File: src/rtl/mole_round_ctrl_if.sv
// mole_round_ctrl_if
// Groups the signals between the round controller and the datapath.
//   master (controller side): drives go, draw_en, hit_valid, hit_correct,
//                             level, round_cnt; reads draw_done, target_box
//   slave  (datapath side)  : the mirror image
//   go          - one-cycle LFSR advance pulse
//   draw_en     - board draw request
//   draw_done   - datapath finished drawing the level board
//   hit_valid   - one-cycle judge pulse, the datapath samples the score on it
//   hit_correct - qualifies hit_valid
//   target_box  - currently populated box, 0 = none
//   level       - current level
//   round_cnt   - round index within the level
interface mole_round_ctrl_if;
    logic       go;
    logic       draw_en;
    logic       draw_done;
    logic       hit_valid;
    logic       hit_correct;
    logic [2:0] target_box;
    logic [1:0] level;
    logic [3:0] round_cnt;

    modport master (
        output go, draw_en, hit_valid, hit_correct, level, round_cnt,
        input  draw_done, target_box
    );

    modport slave (
        input  go, draw_en, hit_valid, hit_correct, level, round_cnt,
        output draw_done, target_box
    );
endinterface

File: src/rtl/mole_round_ctrl.sv
// mole_round_ctrl
// Game-sequencing FSM for the whack-a-box game. It starts a game, requests
// the board draw for each level, arms every round, times the hit window
// (which halves with each level), judges one sensor strike per round,
// then steps rounds and levels until the game is over.
// Ports:
//   clock       - system clock
//   reset       - synchronous, active low
//   start       - player start button, level signal; its rising edge is used
//   box_address - struck box from the sensor decoder, 0 = none
//   dp          - datapath handshake (see mole_round_ctrl_if)
//   audio_en    - correct-hit sound enable
//   game_over   - game finished
//   state       - FSM state, for debug
module mole_round_ctrl #(
    parameter int HIT_WINDOW   = 25_000_000,
    parameter int GAP_TICKS    = 12_500_000,
    parameter int LEVEL_ROUNDS = 10,
    parameter int NUM_LEVELS   = 3,
    parameter int AUDIO_TICKS  = 5_000_000
) (
    input  logic                     clock,
    input  logic                     reset,
    input  logic                     start,
    input  logic [2:0]               box_address,
    mole_round_ctrl_if.master        dp,
    output logic                     audio_en,
    output logic                     game_over,
    output logic [2:0]               state
);

    typedef enum logic [2:0] {
        IDLE   = 3'd0,
        DRAW   = 3'd1,
        ARM    = 3'd2,
        WINDOW = 3'd3,
        JUDGE  = 3'd4,
        GAP    = 3'd5,
        OVER   = 3'd6
    } state_t;

    localparam logic [25:0] WIN_BASE   = 26'(HIT_WINDOW);
    localparam logic [25:0] GAP_LOAD   = 26'(GAP_TICKS - 1);
    localparam logic [25:0] AUD_LOAD   = 26'(AUDIO_TICKS);
    localparam logic [3:0]  LAST_ROUND = 4'(LEVEL_ROUNDS - 1);
    localparam logic [1:0]  LAST_LEVEL = 2'(NUM_LEVELS - 1);

    // The last level must still have a window of at least one clock, and all
    // counts have to fit the 26-bit counters.
    if (LEVEL_ROUNDS < 1 || LEVEL_ROUNDS > 15) begin : g_bad_rounds
        $error("mole_round_ctrl: LEVEL_ROUNDS must be 1..15");
    end
    if (NUM_LEVELS < 1 || NUM_LEVELS > 4) begin : g_bad_levels
        $error("mole_round_ctrl: NUM_LEVELS must be 1..4");
    end
    if ((HIT_WINDOW >> (NUM_LEVELS - 1)) < 1 || HIT_WINDOW >= (1 << 26)) begin : g_bad_window
        $error("mole_round_ctrl: HIT_WINDOW >> level must be >= 1 and fit 26 bits");
    end
    if (GAP_TICKS < 1 || GAP_TICKS >= (1 << 26) || AUDIO_TICKS < 0 || AUDIO_TICKS >= (1 << 26)) begin : g_bad_ticks
        $error("mole_round_ctrl: GAP_TICKS/AUDIO_TICKS out of range");
    end

    state_t      cur_state;
    state_t      nxt_state;
    state_t      gap_next;
    logic        start_q;
    logic [2:0]  box_q;
    logic [2:0]  strike_box;
    logic [25:0] win_cnt;
    logic [25:0] gap_cnt;
    logic [25:0] aud_cnt;
    logic [1:0]  level_q;
    logic [3:0]  round_q;
    logic        go_q;
    logic        draw_en_q;
    logic        hit_valid_q;
    logic        game_over_q;
    logic        start_rise;
    logic        strike;
    logic        last_round;
    logic        last_level;
    logic        judged_correct;

    // A held box only strikes once: it must change or go back to 0 first.
    assign start_rise     = start & ~start_q;
    assign strike         = (box_address != 3'd0) && (box_address != box_q);
    assign last_round     = (round_q == LAST_ROUND);
    assign last_level     = (level_q == LAST_LEVEL);
    // Judged against the target present during the judge cycle itself;
    // a miss leaves strike_box at 0 and is never correct.
    assign judged_correct = (cur_state == JUDGE) && (strike_box == dp.target_box)
                          && (dp.target_box != 3'd0);

    assign dp.go          = go_q;
    assign dp.draw_en     = draw_en_q;
    assign dp.hit_valid   = hit_valid_q;
    assign dp.hit_correct = judged_correct;
    assign dp.level       = level_q;
    assign dp.round_cnt   = round_q;
    assign audio_en       = (aud_cnt != 26'd0);
    assign game_over      = game_over_q;
    assign state          = cur_state;

    // Next-state decision; a strike on the last window cycle beats the timeout.
    always_comb begin
        nxt_state = cur_state;
        case (cur_state)
            IDLE:    if (start_rise) nxt_state = DRAW;
            DRAW:    if (dp.draw_done) nxt_state = ARM;
            ARM:     nxt_state = WINDOW;
            WINDOW:  if (strike || win_cnt == 26'd0) nxt_state = JUDGE;
            JUDGE:   nxt_state = (last_round && last_level) ? OVER : GAP;
            GAP:     if (gap_cnt == 26'd0) nxt_state = gap_next;
            OVER:    if (start_rise) nxt_state = DRAW;
            default: nxt_state = IDLE;
        endcase
    end

    // State, counters and Moore outputs; outputs are registered from the
    // next state so they line up with the state they belong to.
    always_ff @(posedge clock) begin
        if (!reset) begin
            cur_state   <= IDLE;
            gap_next    <= IDLE;
            start_q     <= 1'b0;
            box_q       <= 3'd0;
            strike_box  <= 3'd0;
            win_cnt     <= 26'd0;
            gap_cnt     <= 26'd0;
            aud_cnt     <= 26'd0;
            level_q     <= 2'd0;
            round_q     <= 4'd0;
            go_q        <= 1'b0;
            draw_en_q   <= 1'b0;
            hit_valid_q <= 1'b0;
            game_over_q <= 1'b0;
        end else begin
            start_q     <= start;
            box_q       <= box_address;
            cur_state   <= nxt_state;
            go_q        <= (nxt_state == ARM);
            draw_en_q   <= (nxt_state == DRAW);
            hit_valid_q <= (nxt_state == JUDGE);
            game_over_q <= (nxt_state == OVER);

            // The sound runs on regardless of the game state; a new correct
            // hit simply restarts it.
            if (judged_correct) begin
                aud_cnt <= AUD_LOAD;
            end else if (aud_cnt != 26'd0) begin
                aud_cnt <= aud_cnt - 26'd1;
            end

            case (cur_state)
                IDLE, OVER: begin
                    if (start_rise) begin
                        level_q <= 2'd0;
                        round_q <= 4'd0;
                    end
                end
                ARM: win_cnt <= (WIN_BASE >> level_q) - 26'd1;
                WINDOW: begin
                    if (win_cnt != 26'd0) begin
                        win_cnt <= win_cnt - 26'd1;
                    end
                    if (strike) begin
                        strike_box <= box_address;
                    end else if (win_cnt == 26'd0) begin
                        strike_box <= 3'd0;
                    end
                end
                JUDGE: begin
                    if (!(last_round && last_level)) begin
                        gap_cnt <= GAP_LOAD;
                        if (last_round) begin
                            round_q  <= 4'd0;
                            level_q  <= level_q + 2'd1;
                            gap_next <= DRAW;
                        end else begin
                            round_q  <= round_q + 4'd1;
                            gap_next <= ARM;
                        end
                    end
                end
                GAP: begin
                    if (gap_cnt != 26'd0) begin
                        gap_cnt <= gap_cnt - 26'd1;
                    end
                end
                default: ;
            endcase
        end
    end

endmodule

File: src/flat_wrapper.sv
// flat-port wrapper written by rule: the top's interface ports become plain ports
module mole_round_ctrl_flat 
#(
    parameter int HIT_WINDOW   = 25_000_000,
    parameter int GAP_TICKS    = 12_500_000,
    parameter int LEVEL_ROUNDS = 10,
    parameter int NUM_LEVELS   = 3,
    parameter int AUDIO_TICKS  = 5_000_000
)
  (clock, reset, start, box_address, audio_en, game_over, state, dp_go, dp_draw_en, dp_hit_valid, dp_hit_correct, dp_level, dp_round_cnt, dp_draw_done, dp_target_box);
  mole_round_ctrl_if dp_i ();
  input  logic clock;
  input  logic reset;
  input  logic start;
  input  logic [2:0] box_address;
  output logic audio_en;
  output logic game_over;
  output logic [2:0] state;
  output wire logic [$bits(dp_i.go)-1:0] dp_go;
  output wire logic [$bits(dp_i.draw_en)-1:0] dp_draw_en;
  output wire logic [$bits(dp_i.hit_valid)-1:0] dp_hit_valid;
  output wire logic [$bits(dp_i.hit_correct)-1:0] dp_hit_correct;
  output wire logic [$bits(dp_i.level)-1:0] dp_level;
  output wire logic [$bits(dp_i.round_cnt)-1:0] dp_round_cnt;
  input wire logic [$bits(dp_i.draw_done)-1:0] dp_draw_done;
  input wire logic [$bits(dp_i.target_box)-1:0] dp_target_box;
  assign dp_go = dp_i.go;
  assign dp_draw_en = dp_i.draw_en;
  assign dp_hit_valid = dp_i.hit_valid;
  assign dp_hit_correct = dp_i.hit_correct;
  assign dp_level = dp_i.level;
  assign dp_round_cnt = dp_i.round_cnt;
  assign dp_i.draw_done = dp_draw_done;
  assign dp_i.target_box = dp_target_box;
  mole_round_ctrl #(.HIT_WINDOW(HIT_WINDOW), .GAP_TICKS(GAP_TICKS), .LEVEL_ROUNDS(LEVEL_ROUNDS), .NUM_LEVELS(NUM_LEVELS), .AUDIO_TICKS(AUDIO_TICKS)) u_core (.clock(clock), .reset(reset), .start(start), .box_address(box_address), .dp(dp_i), .audio_en(audio_en), .game_over(game_over), .state(state));
endmodule
File: config.mk
export PLATFORM = sky130hd
export DESIGN_NAME = mole_round_ctrl_flat
export DESIGN_NICKNAME = d
export VERILOG_FILES = /design/src/rtl/mole_round_ctrl_if.sv /design/src/rtl/mole_round_ctrl.sv /design/src/flat_wrapper.sv
export SDC_FILE = /design/constraint.sdc
export NUM_CORES = 1
export LEC_CHECK = 0
export CAP_MARGIN = 20
export CELL_PAD_IN_SITES_DETAIL_PLACEMENT = 0
export CELL_PAD_IN_SITES_GLOBAL_PLACEMENT = 2
export CORE_MARGIN = 2
export CORE_UTILIZATION = 39
export CTS_CLUSTER_DIAMETER = 80
export DETAILED_ROUTE_END_ITERATION = 8
export DONT_BUFFER_PORTS = 1
export PLACE_DENSITY = 0.82
export SLEW_MARGIN = 20
export SYNTH_ARGS = -nofsm -noshare
export SYNTH_HDL_FRONTEND = slang
export SYNTH_SLANG_ARGS = --single-unit
File: constraint.sdc
create_clock -name clock -period 2.8 [get_ports clock]
set_input_delay 0.42 -clock clock [delete_from_list [all_inputs] [get_ports clock]]
set_output_delay 0.42 -clock clock [all_outputs]
set_load 0.05 [all_outputs]
==> results.yml, run 1 <==
finish:
  drive_gt1_share_pct: 10.5
  area_growth_pct: 13.2
  seq_area_um2: 2010
  nNetsFinal: 718
  nFillCells: 1364
  final_common_cell: "dfxtp_1"
  layout_common_cells: "dfxtp_1, nor2_1, a21oi_1, nand2_1"
  multi_input_area_um2: 3320
  fin_area_um2: 6190
  fin_util_pct: 44.9
global_route:
  grt_usage_pct: 20.6
  grt_pass1_wl_mm: 24.7
  met2_usage_pct: 32.2
  gr-total-overflow: 0
  first_global_vias: 4897
  use_met3_pct: 3.58
  grt_max_degree: 30
  grt_use_met1_pct: 29.4
  antenna_found_initial: 1
  grt_most_used_layer: "met2"
logic_synthesis:
  synth-seq-cells: 100
  syn_nets: 701
  syn_inst: 680
  async_flop_share_pct: 0
  yosysSeqAreaShare_pct: 36.6
  ys_types: 76
  syn_area_um2: 5470
  synth_edf_count: 0
  avgSynthCellArea_um2: 8.04
  ys_warn_count: 0
  ys.flop_type: "dfxtp_1"
sta:
  rsz0062_at_grt: "false"
  setup_viol: 0
  tightestPinTransition_ns: 0.695
  finalCriticalPeriod_ns: 2.61
  setup_slack_ns: 0.187
  slew_violations: 0
  setup_tns_ns: 0
  clock_skew_ns: 0.00673
  final_hold_viol_count: 0
  fin_crit_sh_pct: 93.3
  slew-limit-headroom_pct: 53.6
  timing.fmax_mhz: 383
die:
  die-area_um2: 15000
  row_count: 43
  die_x_um: 122
  fp.coreArea_um2: 13800
  die-height_um: 122
  start_util_pct: 39.7
  io-pin-count: 25
clock_tree:
  hold_buffers: 0
  clk_path_buf_depth: 2
  cts.clk_slew.worst_paths_ns: 0.07
  cts_max_level: 3
  clk_latency_ns: 0.35
  cts_tree: "yes"
  post-cts-setup-buffer-count: 0
  cts_buffers: 9
  cts.sinks: 100
  cts-root-buf: "clkbuf_16"
setup_path:
  slowest_delay_ns: 0.64
  start_kind: "flip-flop"
  cp.required_ns: 2.38
  cp_cell_sequence: "or4_1 > nor3_4 > and4b_1 > nand2_2"
  worstSetupPathType: "reg2out"
  cp_max_fo: 9
  setup.worst_path.end_class: "output pin"
  cp_slowest_cell: "or4_1"
  cp.arrival_ns: 2.19
  crit_buf_inv: 0
  critical-path-top-delay-family: "simple AND/OR/NAND/NOR gates"
routing:
  wl_per_cell_um: 16.8
  drtAntennaViolNets: 0
  drc: 0
  drt_iter0_drc: 238
  post_drt_via_cell_ratio: 5.75
  num_vias: 5073
  drt_wl_total_mm: 14.8
  first_pass_iters: 5
power:
  swShare_pct: 39.4
  p_comb_share_pct: 37.9
  p_switching_w: 0.00205
  p_seq_share_pct: 36.5
  pwr_density_cell_nw_per_um2: 839
  internal_power_w: 0.00315
  clkPwrFrac_pct: 25.6
  p_leak_nw: 2.28
  peakVddDrop_v: 0.000317
  total_power_w: 0.00520
place:
  hpwlAfterDp_mm: 10.5
  place_ws_ns: 0.246
  gp_congestion: 0.871
  io_buffers: 0
  postPlaceCellArea_um2: 5840
run:
  maxCapViolCount: 0
min_path:
  hold_path.class: "in2reg"
run_status:
  status: "finished clean"
==> power by group through the flow <==
| stage | combinational [W] | clock, W | sequential (W) |
|---|---|---|---|
| 2_1_floorplan | 0.00152 | 0 | 0.00188 |
| 3_3_place_gp | 0.00188 | 0 | 0.00191 |
| 3_5_place_dp | 0.00190 | 0 | 0.00191 |
| 4_1_cts | 0.00195 | 0.00137 | 0.00189 |
| 5_1_grt | 0.00221 | 0.00142 | 0.00193 |
| 6_report | 0.00197 | 0.00133 | 0.00190 |
==> layout make-up <==
type                       instances  area share [%]
antenna                            1          0.0404
clock buffer                      10            3.86
sequential                       100            32.4
clock inverter                     6            1.27
multi-input combinational        536            53.6
timing repair buffer              35            4.24
inverter                          15           0.909
tap                              180            3.64
==> Yosys cell counts (all sizes together), types with 6 or more instances <==
library cell,n,share of area (%)
clkbuf,25,1.7
nor2,88,6.0
xnor2,16,2.6
a21oi,57,5.2
nand2b,6,0.69
nor3,33,3.4
ha,11,2.5
nand4,10,1.1
nor3b,6,0.92
nor4,16,1.8
nand3,32,2.9
inv,15,1.0
a31oi,12,1.4
o31ai,6,1.1
xor2,35,5.6
o211ai,6,0.82
and2,10,1.1
or3,12,1.5
nand3b,8,1.1
nand4b,6,0.96
dfxtp,100,37
o21ai,30,2.7
nand2,55,3.9
==> repair_timing <==
action / CTS / global route
hold endpoints to repair: 0 / 0
setup endpoints to repair: 1 / 6
gates resized for setup: 2 / 4
==> per-layer routing <==
layer,wire [um],up-vias
met5,0,-
met4,201,0
met3,831,16
met2,6570,131
met1,7210,2416
li1,-,2510
==> worst reg2reg max path, cell delays in order, from the launching register on <==
cell and delay, ns:
dfxtp_1 0.35, or3_4 0.43, or4_1 0.59, or3_1 0.59, a21oi_1 0.25, o21ai_1 0.10, a22o_1 0.18
==> sequential cells by signal, summed over array words and instances, names as in the netlist, 2 cells and up <==
signal and flops:
u_core.dp.level 2, u_core.aud_cnt 26, u_core.box_q 3, u_core.gap_next 2
u_core.gap_cnt 26, u_core.state 3, u_core.strike_box 3, u_core.win_cnt 26
u_core.dp.round_cnt 4
==> metrics by stage <==
stage	std cells	hold WS [ns]
2_1_floorplan	680	0.425
3_3_place_gp	866	0.460
3_5_place_dp	866	0.459
4_1_cts	882	0.181
5_1_grt	882	0.181
6_report	883	0.195
==> path summary, 6_finish.rpt <==
| kind | endpoint | cells after the start | startpoint | slack [ns] |
|---|---|---|---|---|
| setup / recovery | audio_en | 4 | u_core.aud_cnt[16] | 0.19 |
| hold reg to reg | u_core.gap_next[1] | 2 | u_core.gap_next[1] | 0.47 |
| setup reg to reg | u_core.win_cnt[22] | 6 | u_core.win_cnt[17] | 0.20 |
| hold / removal | u_core.start_q | 1 | start | 0.20 |
==> cell families after synthesis <==
| kind of cell | share of synthesized area [%] |
|---|---|
| buf+inv | 3.23 |
| xor+xnor | 8.17 |
| mux | 0.618 |
| simple gates | 29.0 |
| fa+ha+maj | 2.52 |
| compound gates | 19.8 |
| flops | 36.6 |
(Power assumes the default switching activity.)
==> inputs of run 2 (changes only) <==
- GPL_TIMING_DRIVEN: unset -> 0
==> run 2 against run 1 <==
Against the previous run: flip-flop and latch count unchanged; count of clock-buffer cells in the layout increased by 1; worst hold slack got worse by 0.0040 ns; cell area increased by 0.38%; sequential share of layout area increased by 0.12 points; clock skew decreased by 0.0015 ns; critical path type is now reg2reg; register-to-register slack got worse by 0.13 ns; combinational power about the same; largest power group unchanged.
==> results.yml, run 2 (synthesized netlist as in run 1, its figures left out) <==
setup_path:
  cp_cell_sequence: "clkbuf_4 > and3b_2 > clkbuf_4 > clkbuf_8 > nand2_1 > ha_4 > o2111ai_2 > or3_4 > nor4_2 > o32ai_1 > a21o_1"
  crit_buf_inv: 3
  start_kind: "flip-flop"
  cp.required_ns: 3.05
  worst_r2r_path_depth: 11
  r2r-end: "u_core.win_cnt[20]"
  critical-path-top-delay-family: "simple AND/OR/NAND/NOR gates"
  setup.worst_path.end_class: "flip-flop"
  rrSetupSlack_ns: 0.07
  cp_max_fo: 10
  cp.depth: 11
  path_common_cell: "clkbuf_4"
  rr_startpoint: "u_core.state[1]"
  slowest_delay_ns: 0.43
  worstSetupPathType: "reg2reg"
  cp_slowest_cell: "or3_4"
  cp.arrival_ns: 2.98
die:
  die-area_um2: 15000
  row_count: 43
  start_util_pct: 39.7
  die-height_um: 122
  fp.coreArea_um2: 13800
  die_x_um: 122
  io-pin-count: 25
place:
  postPlaceCellArea_um2: 5700
  io_buffers: 0
  gp_congestion: 0.912
  hpwlAfterDp_mm: 11.3
sta:
  clock_skew_ns: 0.00526
  setup_viol: 0
  slew_violations: 0
  tightestPinTransition_ns: 0.906
  timing.fmax_mhz: 366
  rsz0062_at_grt: "true"
  finalCriticalPeriod_ns: 2.73
  fin_crit_sh_pct: 97.5
  slew-limit-headroom_pct: 39.1
  final_hold_viol_count: 0
routing:
  drc: 0
  first_pass_iters: 5
  num_vias: 5097
  drt_wl_total_mm: 15.9
  wl_per_cell_um: 18.1
  drtAntennaViolNets: 0
  drt_iter0_drc: 366
  post_drt_via_cell_ratio: 5.81
global_route:
  first_global_vias: 4749
  grt_pass1_wl_mm: 25.2
  grt_max_degree: 15
  gr-total-overflow: 0
  antenna_found_initial: 1
  grt_usage_pct: 21.7
min_path:
  min_from: "start"
  hold_depth: 1
  whs_endpoint: "u_core.start_q"
  hold_path.class: "in2reg"
clock_tree:
  clk_latency_ns: 0.35
  cts.sinks: 100
  cts_buffers: 9
  cts_tree: "yes"
  cts_max_level: 3
  clk_path_buf_depth: 2
  cts.clk_slew.worst_paths_ns: 0.06
  cts-root-buf: "clkbuf_16"
  hold_buffers: 0
finish:
  layout_common_cells: "dfxtp_1, nor2_1, a21oi_1, nand2_1, xor2_1"
  drive_gt1_share_pct: 9.76
  fin_area_um2: 6210
  nNetsFinal: 716
  final_common_cell: "dfxtp_1"
  fin_util_pct: 45.1
  area_growth_pct: 13.7
  top_regs: "u_core.aud_cnt (26), u_core.gap_cnt (26), u_core.win_cnt (26)"
run_status:
  status: "finished clean"
power:
  peakVddDrop_v: 0.000377
  total_power_w: 0.00527
  pwr_density_cell_nw_per_um2: 848
  p_leak_nw: 2.20
run:
  maxCapViolCount: 0
==> run 2: power by group <==
group	internal, W	total [W]	switching (W)
clock	0.000817	0.00135	0.000536
sequential	0.00164	0.00191	0.000270
combinational	0.000773	0.00200	0.00123
==> run 2: through the flow <==
step	std cells	setup slack [ns]	TNS, ns	hold slack, ns
floorplan	680	0.0142	0	0.425
global placement	860	-0.894	-16.34	0.434
detailed placement	860	-0.885	-16.27	0.443
CTS	873	0.00869	0	0.179
global route	877	-0.0363	-0.0594	0.172
finish	878	0.0692	0	0.191
==> run 2: worst reg2reg max path: stages, from the launching register on <==
cell and delay, ns:
dfxtp_4 0.41, clkbuf_4 0.20, and3b_2 0.25, clkbuf_4 0.20, clkbuf_8 0.18, nand2_1 0.14, ha_4 0.20, o2111ai_2 0.15
or3_4 0.43, nor4_2 0.18, o32ai_1 0.12, a21o_1 0.17
==> run 2: repair_timing <==
action | CTS | global route
setup endpoints to repair | 49 | 35
buffers inserted | 0 | 4
pin swaps | 1 | 4
resized for setup | 36 | 14
==> run 2: worst max-delay path by stage <==
stage,from,endpoint,slack (ns)
3_5_place_dp,u_core.state[0],u_core.win_cnt[8],-0.88
4_1_cts,u_core.dp.level[0],u_core.win_cnt[21],0.009
6_report,u_core.state[1],u_core.win_cnt[20],0.07
3_3_place_gp,u_core.state[0],u_core.win_cnt[8],-0.89
2_1_floorplan,u_core.dp.level[1],u_core.win_cnt[21],0.01
5_1_grt,u_core.dp.level[1],u_core.win_cnt[17],-0.04
==> run 2: layout make-up <==
cell class,count,area (um2)
diodes,1,2.50
plain buffers,29,154
clock buffers,11,253
clock inverters,2,60.1
fillers,1450,7560
inverters,15,58.8
multi-input cells,536,3410
flip-flops and latches,100,2020
well taps,180,225
repair buffers,4,30.0
==> run 2: metal layers <==
metal | part of all wire, % | routed length [um] | up-vias | GRT usage, %
li1 | - | - | 2512 | -
met1 | 48 | 7680 | 2424 | 30.1
met2 | 44 | 7020 | 148 | 33.2
met3 | 6.8 | 1080 | 13 | 6.55
met4 | 0.90 | 143 | 0 | 5.10
met5 | 0 | 0 | - | 0
